File: src/rtl/pstep_counter.sv
// Valid/ready arithmetic stepper (ADD/SUB/ACC/SATADD) feeding a first-word-fall-through result FIFO.
// Define PSTEP_COUNTER_PARITY_EN to add the par_out port and per-entry parity storage.
module pstep_counter #(
    parameter int WIDTH  = 40,
    parameter int STEP_W = 8,
    parameter int DEPTH  = 4
) (
    input  logic                         clk,
    input  logic                         rst,
    input  logic                         in_valid,
    output logic                         in_ready,
    input  logic [WIDTH-1:0]             data_in,
    input  logic [1:0]                   mode,
    input  logic [STEP_W-1:0]            step,
    input  logic                         acc_clr,
    output logic                         out_valid,
    input  logic                         out_ready,
    output logic [WIDTH-1:0]             data_out,
    output logic                         ovf_out,
`ifdef PSTEP_COUNTER_PARITY_EN
    output logic                         par_out,
`endif
    output logic [$clog2(DEPTH+1)-1:0]   level
);

    localparam int PTR_W = $clog2(DEPTH);
    localparam int LVL_W = $clog2(DEPTH + 1);
    localparam logic [LVL_W-1:0] FULL_LVL = LVL_W'(DEPTH);
    localparam logic [1:0] MODE_ADD = 2'b00;
    localparam logic [1:0] MODE_SUB = 2'b01;
    localparam logic [1:0] MODE_ACC = 2'b10;
    localparam logic [1:0] MODE_SAT = 2'b11;

    logic [PTR_W-1:0] wr_ptr_q, wr_ptr_d, rd_ptr_q, rd_ptr_d;
    logic [LVL_W-1:0] level_q, level_d;
    logic [WIDTH-1:0] acc_q, acc_d;
    logic [WIDTH-1:0] last_data_q, last_data_d;
    logic             last_ovf_q, last_ovf_d;
    logic [WIDTH-1:0] fifo_data_q [DEPTH];
    logic             fifo_ovf_q  [DEPTH];
`ifdef PSTEP_COUNTER_PARITY_EN
    logic             fifo_par_q  [DEPTH];
    logic             last_par_q, last_par_d;
`endif

    logic             full, empty, push, pop;
    logic [WIDTH-1:0] step_ext, acc_base, res;
    logic             res_ovf;
    logic [WIDTH:0]   sum_w, diff_w, accsum_w;

    // Result datapath: one extra MSB captures carry/borrow.
    always_comb begin
        step_ext = WIDTH'(step);
        acc_base = acc_clr ? '0 : acc_q;
        sum_w    = {1'b0, data_in} + {1'b0, step_ext};
        diff_w   = {1'b0, data_in} - {1'b0, step_ext};
        accsum_w = {1'b0, acc_base} + {1'b0, data_in};
        res      = sum_w[WIDTH-1:0];
        res_ovf  = sum_w[WIDTH];
        case (mode)
            MODE_SUB: begin
                res     = diff_w[WIDTH-1:0];
                res_ovf = diff_w[WIDTH];
            end
            MODE_ACC: begin
                res     = accsum_w[WIDTH-1:0];
                res_ovf = accsum_w[WIDTH];
            end
            MODE_SAT: begin
                if (sum_w[WIDTH]) begin
                    res     = '1;
                    res_ovf = 1'b1;
                end
            end
            default: ;
        endcase
    end

    always_comb begin
        full        = (level_q == FULL_LVL);
        empty       = (level_q == '0);
        push        = in_valid & ~full;
        pop         = out_ready & ~empty;
        wr_ptr_d    = push ? wr_ptr_q + PTR_W'(1) : wr_ptr_q;
        rd_ptr_d    = pop  ? rd_ptr_q + PTR_W'(1) : rd_ptr_q;
        level_d     = level_q;
        if (push && !pop) level_d = level_q + LVL_W'(1);
        if (pop && !push) level_d = level_q - LVL_W'(1);
        acc_d = acc_q;
        if (push && mode == MODE_ACC) acc_d = res;
        else if (acc_clr)             acc_d = '0;
        // Popped head is remembered so data_out holds it while the FIFO is empty.
        last_data_d = pop ? fifo_data_q[rd_ptr_q] : last_data_q;
        last_ovf_d  = pop ? fifo_ovf_q[rd_ptr_q]  : last_ovf_q;
`ifdef PSTEP_COUNTER_PARITY_EN
        last_par_d  = pop ? fifo_par_q[rd_ptr_q]  : last_par_q;
`endif
    end

    always_ff @(posedge clk or posedge rst) begin
        if (rst) begin
            wr_ptr_q    <= '0;
            rd_ptr_q    <= '0;
            level_q     <= '0;
            acc_q       <= '0;
            last_data_q <= '0;
            last_ovf_q  <= 1'b0;
`ifdef PSTEP_COUNTER_PARITY_EN
            last_par_q  <= 1'b0;
`endif
        end else begin
            wr_ptr_q    <= wr_ptr_d;
            rd_ptr_q    <= rd_ptr_d;
            level_q     <= level_d;
            acc_q       <= acc_d;
            last_data_q <= last_data_d;
            last_ovf_q  <= last_ovf_d;
`ifdef PSTEP_COUNTER_PARITY_EN
            last_par_q  <= last_par_d;
`endif
        end
    end

    always_ff @(posedge clk) begin
        if (push) begin
            fifo_data_q[wr_ptr_q] <= res;
            fifo_ovf_q[wr_ptr_q]  <= res_ovf;
`ifdef PSTEP_COUNTER_PARITY_EN
            fifo_par_q[wr_ptr_q]  <= ^res;
`endif
        end
    end

    assign in_ready  = ~full;
    assign out_valid = ~empty;
    assign level     = level_q;
    assign data_out  = empty ? last_data_q : fifo_data_q[rd_ptr_q];
    assign ovf_out   = empty ? last_ovf_q  : fifo_ovf_q[rd_ptr_q];
`ifdef PSTEP_COUNTER_PARITY_EN
    assign par_out   = empty ? last_par_q  : fifo_par_q[rd_ptr_q];
`endif

endmodule

File: config.mk
export PLATFORM = sky130hd
export DESIGN_NAME = pstep_counter
export DESIGN_NICKNAME = d
export VERILOG_FILES = /design/src/rtl/pstep_counter.sv
export SDC_FILE = /design/constraint.sdc
export NUM_CORES = 1
export LEC_CHECK = 0
export ABC_AREA = 1
export ABC_CLOCK_PERIOD_IN_PS = 3700
export BUFFER_PORTS_ARGS = -buffer_cell sky130_fd_sc_hd__buf_2
export CORE_ASPECT_RATIO = 1.75
export CORE_MARGIN = 8
export CORE_UTILIZATION = 48
export CTS_CLUSTER_SIZE = 16
export DETAILED_ROUTE_END_ITERATION = 6
export GPL_ROUTABILITY_DRIVEN = 0
export HOLD_SLACK_MARGIN = 0.1
export PLACE_DENSITY = 0.65
export SYNTH_ARGS = -nofsm -noshare
export SYNTH_HDL_FRONTEND = slang
export SYNTH_SLANG_ARGS = --single-unit
File: constraint.sdc
create_clock -name clk -period 3.7 [get_ports clk]
set_clock_uncertainty 0.05 [all_clocks]
set_input_delay 0.74 -clock clk [delete_from_list [all_inputs] [get_ports clk]]
set_output_delay 0.74 -clock clk [all_outputs]
set_load 0.1 [all_outputs]
==> out/qor_table.md <==
| Metric | Reported | Unit |
| --- | --- | --- |
| Overflow left after global routing | 0 | - |
| FFs w/ async S/R, synth | 34.9 | % |
| Buffers from clock root to sink, at most | 3 | - |
| Worst slew margin relative to its limit | 30.8 | % |
| WL per Instance | 20.5 | um |
| Count of flip-flops with a built-in enable after synthesis | 164 | - |
| TritonCTS clock tree | built | - |
| Detailed-routing iteration count for the pre-antenna-repair pass | 6 | - |
| Number of max-slew violations in the final report | 0 | - |
| Total track usage | 28.9 | % |
| Worst Reg-to-Reg Cells | 14 | - |
| Highest Clock Rate | 294 | MHz |
| Total standard cell area after synthesis | 0.0175 | mm2 |
| Cell area power density | 738 | mW/mm2 |
| Proportion of netlist area held by the largest area contributor | 28.1 | % |
| Total length of routed wires | 62.6 | mm |
| Prevailing post-synth register cell | edfxtp_1 | - |
| Post-Syn Instances | 2,466 | - |
| Count of buffers from port buffering | 100 | - |
| Die extent in x | 160 | um |
| Req. time, crit path | 2.91 | ns |
| Layout-stage area growth over the synthesis result | 14.8 | % |
| Max-cap violations | 0 | - |
| Post-layout util | 55.9 | % |
| Worst endpoint data arrival time | 2.61 | ns |
| Via count | 17,399 | - |
| Leading cell types by count after synthesis | 824 x nand2_1, 278 x inv_1, 248 x nor2_1 | - |
| H-Tree Level Count | 1 | - |
| Final sum of negative setup slack | 0 | ns |
| Clk root buf | clkbuf_16 | - |
| Global-route wire length before repair | 96.0 | mm |
| Worst slew pin tran | 1.03 | ns |
| Most repeated cell in the gate-level netlist after synthesis | nand2_1 | - |
| Fraction of the cycle the final worst path needs | 92.0 | % |
| Count of endpoints failing setup in the final report | 0 | - |
| Leakage power of the design | 9.25 | nW |
| Clock buffer count from CTS | 23 | - |
| Number of distinct library cells after synthesis | 48 | - |
| Iteration-0 DRC Markers | 1,217 | - |
| Synth Warn # | 0 | - |
| Critical Path Start Type | flip-flop | - |
| Post-CTS Resized | 0 | - |
| Later-pin clock latency in the skew report | 0.52 | ns |
| Post-synthesis sequential area ratio | 40.7 | % |
| Biggest area consumer among synthesized cells | edfxtp_1 | - |
| Antenna Violating Nets Remaining | 0 | - |
| Synthesized net count | 2,590 | - |
| Synth top area cells | edfxtp_1 28%, nand2_1 18%, dfrtp_1 13%, inv_1 6.0%, nand3_1 5.8% | - |
| Post-layout net count | 2,689 | - |
| Number of cell rows | 92 | - |
| Vias per cell | 5.70 | - |
| Min Tclk post-route | 3.40 | ns |
| Post-synthesis average cell area | 7.11 | um2 |
| Detailed placement HPWL | 47.1 | mm |
| Number of buffers inserted to repair setup after CTS | 0 | - |
| Core region area | 0.0360 | mm2 |
| Run status | completed | - |
| IR Drop Worst-Case VDD | 0.611 | mV |
| Pin count of the biggest net entering global routing | 84 | - |
| Via count of the first global-routing pass | 17,161 | - |
| Fraction of final layout cells sized beyond drive strength 1 | 11.3 | % |
| Quantity of hold-fixing buffers added after cts | 0 | - |
| RSZ-0062 raised after global routing | no | - |
| Fill cell instance count of the final layout | 3,493 | - |
| Residual DRC count | 0 | - |
| Hold/Removal Path Class | input pin to async pin | - |
| Total die area | 0.0431 | mm2 |
| Top-Level Pins | 101 | - |
| Final hold vios | 0 | - |
| Chip height | 269 | um |
| Crit-path max FO | 35 | - |
| Clock transition at the registers of the reported paths | 0.07 | ns |
| Register bit count reported by yosys | 252 | - |
| Antenna violations before repair | 2 | - |
| Element type at the critical path end | output port | - |
| Starting utilization of the core area | 48.6 | % |
| Type of the setup path with the least slack | flip-flop to output port | - |
| Number of clock sinks | 252 | - |
[cells by family after synthesis]
family / share of synthesized area [%]
adder cells (fa/ha/maj): 5.10
buffers and inverters: 8.17
AND/OR/NAND/NOR: 33.5
AO/OA/AOI/OAI: 11.5
flip-flops: 40.7
XOR/XNOR: 1.05
[per-stage QoR]
stage,power (mW),setup WS [ns],std cells,hold WS [ns],area [um2]
after floorplan,10.7,0.111,2466,0.403,18000
after global placement,12.3,0.118,3010,0.416,19300
after detailed placement,12.4,0.107,3010,0.423,19300
after CTS,14.9,0.254,3051,0.369,20100
after global routing,15.6,0.178,3052,0.411,20100
final,14.9,0.297,3052,0.341,20100
[path summary, 6_finish.rpt]
kind / start / end / slack (ns)
worst max-delay path: rd_ptr_q[0] / data_out[9] / 0.30
worst min-delay path: rst / last_data_q[8] / 0.34
worst max register to register: acc_q[0] / fifo_data_q[2][14] / 0.57
worst min register to register: last_data_q[2] / last_data_q[2] / 0.43
max in group asynchronous: rst / acc_q[25] / 2.52
min in group clk: last_data_q[2] / last_data_q[2] / 0.43
[registers in the layout, indices dropped and copies added (netlist names)]
name,flops
acc_q,40
fifo_data_q,160
wr_ptr_q,2
fifo_ovf_q,4
last_ovf_q,1
last_data_q,40
rd_ptr_q,2
level,3
[cell type report]
class / instances / area [um2] / area share [%]
sequential: 252 / 7130 / 35.4
tap: 470 / 588 / 2.92
multi-input combinational: 1840 / 9460 / 47.0
inverter: 289 / 1090 / 5.41
antenna: 1 / 2.50 / 0.0124
clock buffer: 29 / 618 / 3.07
timing repair buffer: 159 / 1060 / 5.27
clock inverter: 12 / 179 / 0.889
[layer usage]
| layer | GRT usage, % | up-vias | wire length [um] |
|---|---|---|---|
| met5 | 0 | - | 0 |
| met3 | 4.36 | 242 | 4570 |
| met2 | 50.3 | 792 | 30300 |
| li1 | - | 8291 | - |
| met4 | 21.8 | 0 | 5110 |
| met1 | 31.6 | 8074 | 22600 |
[critical path: stages, from the launching register on]
cell,delay (ns)
dfrtp_2,0.62
buf_4,0.45
nand2_1,0.12
a32o_1,0.33
o21ai_4,0.13
buf_2,0.43
[where the power goes]
part / internal, mW / switching (mW)
registers: 3.78 / 0.259
clock network: 1.48 / 1.06
logic: 1.86 / 6.41
total: 7.13 / 7.73
[cell usage in the layout (no fill, tap or decap), types with 6 or more instances in the layout]
| master | count |
|---|---|
| a21oi_1 | 127 |
| a32o_1 | 41 |
| and2_1 | 21 |
| buf_12 | 9 |
| buf_2 | 98 |
| buf_4 | 52 |
| clkbuf_16 | 23 |
| dfrtp_1 | 84 |
| edfxtp_1 | 164 |
| ha_1 | 65 |
| inv_1 | 276 |
| inv_2 | 10 |
| nand2_1 | 822 |
| nand2_2 | 6 |
| nand3_1 | 203 |
| nand3b_1 | 14 |
| nand4_1 | 36 |
| nor2_1 | 243 |
| nor2_4 | 8 |
| nor3_1 | 22 |
| o21ai_0 | 108 |
| o21ai_1 | 7 |
| o21ai_4 | 39 |
| o21bai_1 | 7 |
| or2_2 | 14 |
| xor2_1 | 20 |
Power figures use the tool's default switching activity.
